--- src/rtl/pointer_src_arbiter.sv ---
// pointer_src_arbiter
// Shares the on-screen cursor between the USB mouse path and the button-driven
// cursor path. The source that moved last takes ownership and keeps it until it
// has been quiet for HOLD_CYCLES clocks. The owner's position is clamped to the
// panel window and registered for the draw pipeline. A seed pulse lets the
// button path resync to the live cursor whenever it takes over.

module pointer_src_arbiter #(
    parameter int unsigned HOLD_CYCLES = 650000,
    parameter logic [11:0] X_MIN       = 12'd0,
    parameter logic [11:0] X_MAX       = 12'd1023,
    parameter logic [11:0] Y_MIN       = 12'd0,
    parameter logic [11:0] Y_MAX       = 12'd767
) (
    input  logic        clk,
    input  logic        rst_n,
    input  logic [11:0] m_xpos,
    input  logic [11:0] m_ypos,
    input  logic        m_left,
    input  logic [11:0] b_xpos,
    input  logic [11:0] b_ypos,
    input  logic        b_left,
    output logic [11:0] xpos,
    output logic [11:0] ypos,
    output logic        mouse_left,
    output logic        src_btn,
    output logic        seed_load,
    output logic [11:0] seed_xpos,
    output logic [11:0] seed_ypos
);

    localparam logic [1:0] ST_IDLE  = 2'd0;
    localparam logic [1:0] ST_MOUSE = 2'd1;
    localparam logic [1:0] ST_BTN   = 2'd2;

    // Counter holds HOLD_CYCLES-1 down to 0, so clog2 bits are always enough.
    localparam int unsigned   CW       = $clog2(HOLD_CYCLES);
    localparam logic [CW-1:0] CNT_LOAD = CW'(HOLD_CYCLES - 1);

    logic [1:0]    state;
    logic [1:0]    next_state;
    logic [CW-1:0] cnt;
    logic [CW-1:0] cnt_next;

    logic          primed;
    logic [11:0]   prev_m_x;
    logic [11:0]   prev_m_y;
    logic [11:0]   prev_b_x;
    logic [11:0]   prev_b_y;
    logic          m_act;
    logic          b_act;

    logic [11:0]   sel_x;
    logic [11:0]   sel_y;
    logic          sel_left;
    logic          enter_btn;

    // Positions at or above 12'hF00 are a decrement that wrapped below zero,
    // so they pin to the low edge rather than the high one.
    function automatic logic [11:0] clamp12(input logic [11:0] v,
                                            input logic [11:0] lo,
                                            input logic [11:0] hi);
        logic [11:0] r;
        if (v >= 12'hF00)  r = lo;
        else if (v < lo)   r = lo;
        else if (v > hi)   r = hi;
        else               r = v;
        return r;
    endfunction

    // Capture the previous sample of each source; the first cycle after reset only primes.
    // NOTE: sequential state uses non-blocking (<=) so every flop samples pre-edge values.
    always_ff @(posedge clk or negedge rst_n) begin
        if (!rst_n) begin
            primed   <= 1'b0;
            prev_m_x <= '0;
            prev_m_y <= '0;
            prev_b_x <= '0;
            prev_b_y <= '0;
        end else begin
            primed   <= 1'b1;
            prev_m_x <= m_xpos;
            prev_m_y <= m_ypos;
            prev_b_x <= b_xpos;
            prev_b_y <= b_ypos;
        end
    end

    // Activity: a position change or a held button on either source.
    always_comb begin
        m_act = primed & ((m_xpos != prev_m_x) | (m_ypos != prev_m_y) | m_left);
        b_act = primed & ((b_xpos != prev_b_x) | (b_ypos != prev_b_y) | b_left);
    end

    // Ownership arbitration and hold-counter next-state logic.
    // NOTE: every always_comb output gets a default first so no path infers a latch.
    always_comb begin
        next_state = state;
        cnt_next   = cnt;
        case (state)
            ST_IDLE: begin
                if (m_act) begin
                    next_state = ST_MOUSE;
                    cnt_next   = CNT_LOAD;
                end else if (b_act) begin
                    next_state = ST_BTN;
                    cnt_next   = CNT_LOAD;
                end
            end
            ST_MOUSE: begin
                if (m_act) begin
                    cnt_next = CNT_LOAD;
                end else if (cnt == '0) begin
                    if (b_act) begin
                        next_state = ST_BTN;
                        cnt_next   = CNT_LOAD;
                    end else begin
                        next_state = ST_IDLE;
                        cnt_next   = '0;
                    end
                end else begin
                    cnt_next = cnt - CW'(1);
                end
            end
            ST_BTN: begin
                if (b_act) begin
                    cnt_next = CNT_LOAD;
                end else if (cnt == '0) begin
                    if (m_act) begin
                        next_state = ST_MOUSE;
                        cnt_next   = CNT_LOAD;
                    end else begin
                        next_state = ST_IDLE;
                        cnt_next   = '0;
                    end
                end else begin
                    cnt_next = cnt - CW'(1);
                end
            end
            default: begin
                next_state = ST_IDLE;
                cnt_next   = '0;
            end
        endcase
    end

    // Select the source that owns the cursor after this edge.
    always_comb begin
        sel_x     = m_xpos;
        sel_y     = m_ypos;
        sel_left  = m_left;
        if (next_state == ST_BTN) begin
            sel_x    = b_xpos;
            sel_y    = b_ypos;
            sel_left = b_left;
        end
        enter_btn = (next_state == ST_BTN) && (state != ST_BTN);
    end

    // State, hold counter and ownership flag.
    always_ff @(posedge clk or negedge rst_n) begin
        if (!rst_n) begin
            state   <= ST_IDLE;
            cnt     <= '0;
            src_btn <= 1'b0;
        end else begin
            state   <= next_state;
            cnt     <= cnt_next;
            src_btn <= (next_state == ST_BTN);
        end
    end

    // Registered cursor: owner's clamped position; click masked when idle or switching.
    always_ff @(posedge clk or negedge rst_n) begin
        if (!rst_n) begin
            xpos       <= X_MIN;
            ypos       <= Y_MIN;
            mouse_left <= 1'b0;
        end else begin
            if (next_state != ST_IDLE) begin
                xpos <= clamp12(sel_x, X_MIN, X_MAX);
                ypos <= clamp12(sel_y, Y_MIN, Y_MAX);
            end
            mouse_left <= (next_state != ST_IDLE) && (next_state == state) && sel_left;
        end
    end

    // Seed the button path with the pre-switch cursor on every hand-over to it.
    always_ff @(posedge clk or negedge rst_n) begin
        if (!rst_n) begin
            seed_load <= 1'b0;
            seed_xpos <= '0;
            seed_ypos <= '0;
        end else begin
            seed_load <= enter_btn;
            if (enter_btn) begin
                seed_xpos <= xpos;
                seed_ypos <= ypos;
            end
        end
    end

endmodule

--- config.mk ---
export PLATFORM = sky130hd
export DESIGN_NAME = pointer_src_arbiter
export DESIGN_NICKNAME = d
export VERILOG_FILES = /design/src/rtl/pointer_src_arbiter.sv
export SDC_FILE = /design/constraint.sdc
export NUM_CORES = 1
export LEC_CHECK = 0
export ABC_CLOCK_PERIOD_IN_PS = 2900
export BUFFER_PORTS_ARGS = -buffer_cell sky130_fd_sc_hd__clkbuf_2
export CAP_MARGIN = 20
export CORE_MARGIN = 2
export CORE_UTILIZATION = 50
export CTS_BUF_LIST = sky130_fd_sc_hd__clkbuf_4
export DETAILED_ROUTE_END_ITERATION = 8
export GPL_TIMING_DRIVEN = 0
export PLACE_DENSITY = 0.73
export SYNTH_ARGS = -nofsm -noshare
export SYNTH_HDL_FRONTEND = slang
export SYNTH_SLANG_ARGS = --single-unit
--- constraint.sdc ---
create_clock -name clk -period 2.9 [get_ports clk]
set_input_delay 0.58 -clock clk [delete_from_list [all_inputs] [get_ports clk]]
set_output_delay 0.58 -clock clk [all_outputs]
set_load 0.01 [all_outputs]
==> flow_summary.toml <==
[layout]
n_antenna_cell = 0
layout-drive-gt1-share = 0.326
syn2layout_area_growth_pct = 19.1
final_nets = 666

[sta]
slew_headroom = 0.619
min_period_ns = 2.84
fin_skew_ns = 0.0238
worst_pin_slew_ns = 0.567
setup_ws_ns = 0.0603
rsz0062_at_grt = "true"
final_hold_viol_count = 0
max_freq_mhz = 352
period_share = 0.979
whs_ns = 0.186
report.final.slew_viol_count = 0
finalSetupViolCount = 0

[global_routing]
grt_overflow = 0
grt_antenna_before_repair = 0
grt_usage = 0.237
grt_pass1_wl_microns = 21300
grt_max_degree = 81
grt_pass1_vias = 4199

[logic_synthesis]
netlist.area_leader.share = 0.544
seq_area_frac_synth = 0.544
ys.warnings.count = 0
ys_top_cells_by_area = "dfrtp_1 54%, mux2_4 5.1%, xnor2_1 4.1%"
synth.distinct_cells = 65
synth_flop_cell = "dfrtp_1"
netlist_area_sq_um = 5620
synth_top_family_by_area = "simple AND/OR/NAND/NOR gates"
synth_most_common_cell = "dfrtp_1"
synth-async-reset-ratio = 1.00
yosysTopAreaCell = "dfrtp_1"
synth_edf_count = 0
syn_inst = 482
syn_area_per_cell_sq_um = 11.7
synth-adder-area-share = 0.00223
synth_nets = 535
synth-seq-cells = 122
synth_compound_area_frac = 0.128
synth-simple-area-share = 0.152
synth_common_cells = "122 x dfrtp_1, 42 x nand2_1, 40 x nor2_1, 26 x xnor2_1, 25 x xor2_1"
synthMuxAreaShare = 0.0662
yosys.area_share.xor_xnor = 0.0795

[min_path]
hold_path.class = "in -> reg"
whs_path_depth = 1
hold_start = "b_xpos[7]"
hold_end = "prev_b_x[7]"

[cts]
max-clock-path-buffers = 2
cts-buffers-inserted = 17
cts_sinks = 122
clock_latency_ns = 0.53
htreeDepth = 4
cts_root_buffer = "clkbuf_4"
clk_pin_slew_ns = 0.13
cts_tree = "built"

[critical_path]
worst-path-stages = 9
cp.required_ns = 3.30
endpoint_kind = "register"
cp_max_fo = 10
crit_path_start_kind = "register"
cpMaxStageDelayCell = "or4_4"
cp_cell_sequence = "xnor2_2, nand4_1, or3_4, or4_4, a211oi_4, and2b_1, buf_6, buf_12, mux2_4"
crit_type = "reg -> reg"
critical-path-top-delay-family = "simple AND/OR/NAND/NOR gates"
reg2regPathDepth = 9
crit_arrival_ns = 3.24
regToRegStartpoint = "prev_m_x[1]"
max_stage_delay_ns = 0.56
rr_endpoint = "seed_xpos[6]"
rrSetupSlack_ns = 0.06
path_buf_inv = 2

[drt]
drc = 0
wl_microns = 13500
final_antenna_net_count = 0
drt_first_iter_violations = 240
drt_pre_antenna_iters = 5
via_per_inst = 5.64
via_count = 4321
wl_per_cell_microns = 17.6

[job]
drv_cap = 0

[power_and_ir_drop]
leakage_uw = 0.00299
irDropWorstVdd_v = 0.000297
pwr_density_cell_nw_per_um2 = 463

[placed_design]
portBuffers = 102
dp_hpwl_microns = 9750
place_ws_ns = -0.304
gp_congestion = 0.841

[floorplanning]
die_w_microns = 110
core_area_sq_um = 10900
rows = 38
die-height_microns = 110
dieArea_sq_um = 12100
initial_utilization = 0.516
ios = 103

[run_status]
outcome = "finished clean"
metal layers:
layer / vias up / GRT usage / part of all wire
met5: - / 0 / 0
met4: 0 / 0.108 / 0.024
met3: 26 / 0.0594 / 0.064
met2: 175 / 0.355 / 0.45
met1: 2118 / 0.325 / 0.46
li1: 2002 / - / -
repair_timing:
| item | in CTS | in global routing |
|---|---|---|
| resized for setup | 1 | 10 |
| hold buffers | 1 | 0 |
| setup buffers | 1 | 7 |
| pin swaps | 0 | 3 |
| endpoints found under the setup margin | 21 | 64 |
| endpoints found under the hold margin | 42 | 0 |
area by class of cell:
| class | instances | area (sq um) |
|---|---|---|
| plain buffers | 20 | 151 |
| clock buffers | 18 | 135 |
| clock inverters | 14 | 98.8 |
| fillers | 913 | 4200 |
| inverters | 4 | 15.0 |
| multi-input cells | 336 | 2440 |
| flip-flops and latches | 122 | 3050 |
| well taps | 140 | 175 |
| repair buffers | 112 | 617 |
through the flow:
step / utilization / instances / area, sq um / total power [uW] / setup TNS [ns]
3_5_place_dp: 0.582 / 725 / 6340 / 2090 / -13.91
4_1_cts: 0.605 / 759 / 6590 / 3110 / 0
3_3_place_gp: 0.579 / 724 / 6300 / 2080 / -75.34
6_report: 0.614 / 766 / 6690 / 3100 / 0
2_1_floorplan: - / 482 / 5620 / 1940 / 0
5_1_grt: 0.614 / 766 / 6690 / 3230 / -0.402
logic make-up after synthesis:
logic type               after synthesis
flip-flops                           122
AO/OA/AOI/OAI                         91
AND/OR/NAND/NOR                      165
XOR/XNOR                              51
adder cells (fa/ha/maj)                1
other                                  1
buffers and inverters                 24
multiplexers                          27
state kept, by name, indices dropped and copies added (netlist names):
register and cells:
cnt 20, mouse_left 1, prev_b_x 12, prev_b_y 12, prev_m_x 12, prev_m_y 12, primed 1, seed_load 1
seed_xpos 12, seed_ypos 12, src_btn 1, state 2, xpos 12, ypos 12
worst max path at each step:
stage / startpoint / to / slack [ns]
2_1_floorplan: m_xpos[1] / seed_xpos[0] / 0.15
3_3_place_gp: rst_n / seed_load / -0.52
3_5_place_dp: m_xpos[1] / seed_ypos[7] / -0.30
4_1_cts: prev_m_x[1] / seed_xpos[6] / 0.005
5_1_grt: prev_m_x[1] / seed_xpos[6] / -0.04
6_report: prev_m_x[1] / seed_xpos[6] / 0.06
power breakdown:
group | internal (uW) | switching (uW)
sequential | 1750 | 35.0
combinational | 112 | 167
clock | 349 | 678
cell usage in the layout (no fill, tap or decap), types with 4 or more instances in the layout:
cell type	count
xnor2_1	25
o21ai_0	12
nor4_1	6
a21oi_1	14
o211ai_1	11
clkbuf_2	101
xor2_1	25
nand2_1	42
dfrtp_1	122
nand4_1	10
mux2_4	19
buf_4	11
a21o_1	8
clkinv_2	4
clkbuf_1	5
nor2_1	40
a22o_1	4
mux2_2	5
and2_1	9
o221ai_1	10
nor3_1	11
clkbuf_4	22
o311ai_1	10
nand3_1	19
Power figures use the tool's default switching activity.
